File: config.mk
export PLATFORM = sky130hd
export DESIGN_NAME = branch_redirect_ctrl
export DESIGN_NICKNAME = d
export VERILOG_FILES = /design/src/rtl/branch_redirect_ctrl.sv
export SDC_FILE = /design/constraint.sdc
export NUM_CORES = 1
export LEC_CHECK = 0
export BUFFER_PORTS_ARGS = -buffer_cell sky130_fd_sc_hd__buf_2
export CAP_MARGIN = 20
export CORE_AREA = 2 2 154 156
export DETAILED_ROUTE_END_ITERATION = 8
export DIE_AREA = 0 0 156 158
export PLACE_DENSITY = 0.92
export REMOVE_ABC_BUFFERS = 1
export SLEW_MARGIN = 10
export SYNTH_ARGS = -nofsm -noshare
export SYNTH_HDL_FRONTEND = slang
export SYNTH_SLANG_ARGS = --single-unit
File: constraint.sdc
create_clock -name clk -period 3.15 [get_ports clk]
set_input_delay 0.63 -clock clk [delete_from_list [all_inputs] [get_ports clk]]
set_output_delay 0.63 -clock clk [all_outputs]
set_load 0.03 [all_outputs]
File: src/rtl/branch_redirect_ctrl.sv
// -----------------------------------------------------------------------------
// branch_redirect_ctrl
//   Sequences the control-flow redirect that follows branch resolution in EX.
//   Computes the branch/jump target from pc_sel {b_jal, jalr}. It presents the
//   target to fetch with a valid/ready handshake, flushes wrong-path IF/ID/EX
//   contents and stalls EX until fetch accepts. After acceptance it keeps
//   flushing IF/ID for FLUSH_CYCLES more cycles. A saturating counter tracks
//   how many redirects fetch accepted.
//
// Ports
//   clk, rst_n      clock (rising edge), asynchronous active-low reset
//   ex_valid        EX holds a valid instruction
//   pc_sel          {b_jal, jalr} from branch resolution
//   ex_pc/ex_imm    PC and sign-extended immediate of the EX instruction
//   ex_rs1          jalr base operand
//   fetch_ready     fetch accepts the redirect this cycle
//   redirect_valid  redirect_pc valid, held until accepted
//   redirect_pc     new fetch address
//   flush_if_id     kill IF/ID contents
//   flush_id_ex     kill ID/EX contents (one-cycle pulse)
//   ex_stall        hold EX/downstream issue
//   busy            controller not idle
//   taken_cnt       accepted redirects, saturating
// -----------------------------------------------------------------------------
module branch_redirect_ctrl #(
    parameter int ADDR_WIDTH   = 64,
    parameter int FLUSH_CYCLES = 2,
    parameter int CNT_WIDTH    = 32
) (
    input  logic                  clk,
    input  logic                  rst_n,
    input  logic                  ex_valid,
    input  logic [1:0]            pc_sel,
    input  logic [ADDR_WIDTH-1:0] ex_pc,
    input  logic [ADDR_WIDTH-1:0] ex_imm,
    input  logic [ADDR_WIDTH-1:0] ex_rs1,
    input  logic                  fetch_ready,
    output logic                  redirect_valid,
    output logic [ADDR_WIDTH-1:0] redirect_pc,
    output logic                  flush_if_id,
    output logic                  flush_id_ex,
    output logic                  ex_stall,
    output logic                  busy,
    output logic [CNT_WIDTH-1:0]  taken_cnt
);

    typedef enum logic [1:0] {
        IDLE  = 2'd0,
        REDIR = 2'd1,
        FLUSH = 2'd2
    } state_t;

    localparam logic [3:0]            FLUSH_LOAD = FLUSH_CYCLES[3:0];
    localparam bit                    HAS_FLUSH  = (FLUSH_CYCLES != 0);
    // jalr targets have bit 0 forced to zero
    localparam logic [ADDR_WIDTH-1:0] ALIGN_MASK = {{(ADDR_WIDTH-1){1'b1}}, 1'b0};

    state_t                  state_r;
    state_t                  state_nxt_s;
    logic [ADDR_WIDTH-1:0]   target_s;
    logic                    trigger_s;
    logic                    accept_s;
    logic [3:0]              flush_cnt_r;
    logic [CNT_WIDTH-1:0]    taken_cnt_r;
    logic [ADDR_WIDTH-1:0]   redirect_pc_r;

    logic                    redirect_valid_r, redirect_valid_nxt_s;
    logic                    flush_if_id_r,    flush_if_id_nxt_s;
    logic                    flush_id_ex_r,    flush_id_ex_nxt_s;
    logic                    ex_stall_r,       ex_stall_nxt_s;
    logic                    busy_r,           busy_nxt_s;

    // Triggers are only honoured in IDLE; anything arriving later is wrong-path.
    assign trigger_s = ex_valid & (|pc_sel) & (state_r == IDLE);
    // redirect_valid is high exactly while in REDIR, so acceptance is keyed on state.
    assign accept_s  = (state_r == REDIR) & fetch_ready;

    // Target selection: jalr has priority when both select bits are set.
    always_comb begin
        target_s = '0;
        case (pc_sel)
            2'b10:        target_s = ex_pc + ex_imm;
            2'b01, 2'b11: target_s = (ex_rs1 + ex_imm) & ALIGN_MASK;
            default:      target_s = '0;
        endcase
    end

    // State register.
    always_ff @(posedge clk or negedge rst_n) begin
        if (!rst_n) begin
            state_r <= IDLE;
        end else begin
            state_r <= state_nxt_s;
        end
    end

    // Next-state logic.
    always_comb begin
        state_nxt_s = state_r;
        case (state_r)
            IDLE: begin
                if (trigger_s) state_nxt_s = REDIR;
                else           state_nxt_s = IDLE;
            end
            REDIR: begin
                if (fetch_ready) state_nxt_s = HAS_FLUSH ? FLUSH : IDLE;
                else             state_nxt_s = REDIR;
            end
            FLUSH: begin
                if (flush_cnt_r == 4'd1) state_nxt_s = IDLE;
                else                     state_nxt_s = FLUSH;
            end
            default: state_nxt_s = IDLE;
        endcase
    end

    // Output decode from the next state, so every output leaves a flop.
    always_comb begin
        redirect_valid_nxt_s = 1'b0;
        flush_if_id_nxt_s    = 1'b0;
        ex_stall_nxt_s       = 1'b0;
        case (state_nxt_s)
            REDIR: begin
                redirect_valid_nxt_s = 1'b1;
                flush_if_id_nxt_s    = 1'b1;
                ex_stall_nxt_s       = 1'b1;
            end
            FLUSH:   flush_if_id_nxt_s = 1'b1;
            IDLE:    flush_if_id_nxt_s = 1'b0;
            default: flush_if_id_nxt_s = 1'b0;
        endcase
        // Only the IDLE->REDIR entry produces the ID/EX kill pulse.
        flush_id_ex_nxt_s = trigger_s;
        busy_nxt_s        = (state_nxt_s != IDLE);
    end

    // Output registers.
    always_ff @(posedge clk or negedge rst_n) begin
        if (!rst_n) begin
            redirect_valid_r <= 1'b0;
            flush_if_id_r    <= 1'b0;
            flush_id_ex_r    <= 1'b0;
            ex_stall_r       <= 1'b0;
            busy_r           <= 1'b0;
        end else begin
            redirect_valid_r <= redirect_valid_nxt_s;
            flush_if_id_r    <= flush_if_id_nxt_s;
            flush_id_ex_r    <= flush_id_ex_nxt_s;
            ex_stall_r       <= ex_stall_nxt_s;
            busy_r           <= busy_nxt_s;
        end
    end

    // Redirect target: captured on trigger, held stable until the next trigger.
    always_ff @(posedge clk or negedge rst_n) begin
        if (!rst_n) begin
            redirect_pc_r <= '0;
        end else if (trigger_s) begin
            redirect_pc_r <= target_s;
        end else begin
            redirect_pc_r <= redirect_pc_r;
        end
    end

    // Post-accept flush countdown.
    always_ff @(posedge clk or negedge rst_n) begin
        if (!rst_n) begin
            flush_cnt_r <= 4'd0;
        end else if (accept_s) begin
            flush_cnt_r <= FLUSH_LOAD;
        end else if ((state_r == FLUSH) && (flush_cnt_r != 4'd0)) begin
            flush_cnt_r <= flush_cnt_r - 4'd1;
        end else begin
            flush_cnt_r <= flush_cnt_r;
        end
    end

    // Saturating count of accepted redirects.
    always_ff @(posedge clk or negedge rst_n) begin
        if (!rst_n) begin
            taken_cnt_r <= '0;
        end else if (accept_s && (taken_cnt_r != {CNT_WIDTH{1'b1}})) begin
            taken_cnt_r <= taken_cnt_r + {{(CNT_WIDTH-1){1'b0}}, 1'b1};
        end else begin
            taken_cnt_r <= taken_cnt_r;
        end
    end

    assign redirect_valid = redirect_valid_r;
    assign redirect_pc    = redirect_pc_r;
    assign flush_if_id    = flush_if_id_r;
    assign flush_id_ex    = flush_id_ex_r;
    assign ex_stall       = ex_stall_r;
    assign busy           = busy_r;
    assign taken_cnt      = taken_cnt_r;

endmodule

==> results.yml <==
run_status:
  status: "complete, but fails checks"
  violations: "setup timing"
die:
  chipWidth_um: 156
  die_h_um: 158
  io-pin-count: 299
  initial_core_util: 0.5377
  core_mm2: 0.02305
  dieArea_mm2: 0.02465
  rows: 56
logic_synthesis:
  synthDistinctLibCells: 91
  synth_top_area_frac: 0.2140
  async_flop_share: 1.000
  synth_area_per_cell_um2: 7.656
  synth_commonest_cells: "171 x a21oi_1, 171 x nand2_1, 157 x nor2_1"
  synth-seq-area-share: 0.2140
  ys.flop_type: "dfrtp_1"
  yosysWarnings: 0
  synth_edf_count: 0
  yosysTopAreaCell: "dfrtp_1"
  synth_cells: 1619
  synth_area_leaders: "dfrtp_1 21%, ha_1 13%, a21oi_1 6.9%"
  synth_seq_cells: 106
  netlist_area_mm2: 0.01239
setup_path:
  end_kind: "flip-flop"
  critical_path_class: "input pin to flip-flop"
  worst_ep_arrival_time_ns: 3.46
  cp-start-kind: "input pin"
  required_ns: 3.41
  cp_max_fo: 4
detailed_routing:
  drt_first_pass_iters: 7
  ant_nets: 0
  wl_um: 54050
  drc: 0
  drt_iter0_drc: 1814
  wl_per_cell_um: 21.66
  vias_per_cell: 6.433
  dr_total_vias: 16050
worst_hold_path:
  holdCritPathClass: "input pin to asynchronous set/reset pin"
clock_tree:
  htreeDepth: 3
  insertion_delay_ns: 0.38
  cts_sinks: 106
  tritoncts: "built"
  numCtsBuffers: 9
  cts-root-buf: "clkbuf_16"
  clock_path_buffers: 2
  clk_pin_slew_worst_paths_ns: 0.09
finish:
  fin_util: 0.7526
  synthToLayoutAreaGrowth_pct: 39.97
  final_cells: 2495
  drive_gt1_frac: 0.3439
  final_nets: 2530
global_route:
  grt_max_degree: 38
  grt_pass1_vias: 15454
  track_usage: 0.4152
  grtUsageMet2: 0.6806
  gr-max-usage-layer: "met2"
  antenna_found_initial: 1
  grt_overflow_total: 0
  use_met1: 0.5119
  met3_usage: 0.09280
  grt_pass1_wl_um: 80050
power:
  pwr-share-seq: 0.256
  pwr-share-comb: 0.607
  clkPwrFrac: 0.138
  p_int_w: 0.004420
  vdd_drop_max_mv: 0.3214
  leakagePower_nw: 8.393
  p_per_area_mw_per_mm2: 505.9
  swShare: 0.4964
  power.total_w: 0.008776
  p_switching_w: 0.004356
timing:
  finalClockSkew_ns: 0.01084
  fmax_mhz: 311.9
  final.min_clock_period_ns: 3.206
  worstMarginPinSlew_ns: 0.7674
  timing.final.crit_share: 1.018
  hold_viol_final: 0
  relSlewSlack: 0.4837
  slew_violations: 0
  setup_tns_ns: -0.1713
  setup_viol: 7
  rsz0062_at_grt: "true"
  postLayoutSetupSlackWorst_ns: -0.05634
place:
  dpl.cell_count: 2461
  io_buffers: 298
  dp_hpwl_um: 42590
  gp_congestion: 1.142
flow_run:
  drv_cap: 0
## flip-flops by register name, indices dropped and copies added, names as in the netlist
name         flops
redirect_pc     64
taken_cnt       32
flush_cnt_r      4
state_r          2
busy             1
ex_stall         1
flush_id_ex      1
flush_if_id      1
## per-layer routing
layer / part of all wire / wire [um]
met3: 0.12 / 6508
met5: 0 / 0
met2: 0.45 / 24380
met1: 0.37 / 20080
met4: 0.057 / 3084
## cell families (layout without fill, tap and decap cells)
family | after synthesis | after routing | share of synthesized area
and+or+nand+nor | 547 | 547 | 0.2071
other | 0 | 1 | 0
adders and majority gates | 133 | 133 | 0.1355
buffers and inverters | 119 | 704 | 0.03776
AOI/OAI and AO/OA | 565 | 565 | 0.2994
DFF | 106 | 106 | 0.2140
xor gates and xnor gates | 142 | 142 | 0.1003
muxes | 7 | 7 | 0.005855
## metrics by stage
stage	instance area (um^2)	hold slack, ns	setup WS, ns
final	17350	0.2382	-0.05634
after detailed placement	16430	0.4580	-0.6641
after CTS	16920	0.2481	-0.03308
after global routing	17350	0.2789	-0.1103
after global placement	16430	0.4490	-0.4617
after floorplan	12110	0.3344	-3.916
## critical path: stages
cell       delay, ns
buf_4           0.13
inv_2           0.08
fa_2            0.22
and2b_1         0.21
o31a_4          0.30
buf_4           0.15
o211a_1         0.29
o2111ai_1       0.21
nand3_1         0.28
nand3_1         0.28
nand2b_1        0.10
a21oi_1         0.27
xnor2_1         0.23
o21ai_1         0.10
## power groups by stage
stage,Sequential (W),Combinational [W],Clock [W]
floorplan,0.00305,0.00209,0
global placement,0.00222,0.00488,0
detailed placement,0.00224,0.00499,0
CTS,0.00222,0.00507,0.00119
global route,0.00227,0.00564,0.00125
finish,0.00224,0.00532,0.00121
## cell usage in the layout (no fill, tap or decap), types with 12 or more instances in the layout
master,count
a211oi_1,12
o221ai_1,15
nand2b_1,17
nand4_1,44
inv_1,43
o21ai_1,35
a22oi_1,18
o21a_1,18
xnor2_1,87
o21bai_1,20
dfrtp_1,106
a21oi_1,159
buf_2,294
a221oi_1,19
buf_4,338
ha_4,12
a31oi_1,21
ha_1,119
a21o_1,45
nand3_1,38
o21ai_0,83
nor3_1,30
nor2_1,156
and3_1,20
xor2_1,54
nand2_1,169
and2_1,12
## repair_timing
action,CTS,global route
hold buffers,0,0
setup endpoints to repair,22,41
pin swaps,26,49
gates resized for setup,31,65
setup buffers,11,6
## path summary, 6_finish.rpt
path / startpoint / end / slack [ns] / cells past startpoint
min in group clk: redirect_pc[0] / redirect_pc[0] / 0.48 / 2
setup reg to reg: taken_cnt[15] / taken_cnt[29] / 0.46 / 10
setup / recovery: ex_imm[1] / redirect_pc[50] / -0.06 / 14
hold / removal: rst_n / flush_cnt_r[0] / 0.24 / 1
max in group asynchronous: rst_n / redirect_pc[55] / 2.01 / 2
hold reg to reg: redirect_pc[0] / redirect_pc[0] / 0.48 / 2
## final cells by class
cell class / instances / area (um^2)
Antenna cell: 1 / 2.502
Clock buffer: 10 / 229.0
Clock inverter: 6 / 56.30
Fill cell: 1654 / 5704
Inverter: 49 / 183.9
Multi-Input combinational cell: 1394 / 9761
Sequential cell: 106 / 2653
Tap cell: 290 / 362.8
Timing Repair Buffer: 639 / 4100
No activity file was read; power rests on OpenSTA's default activity.
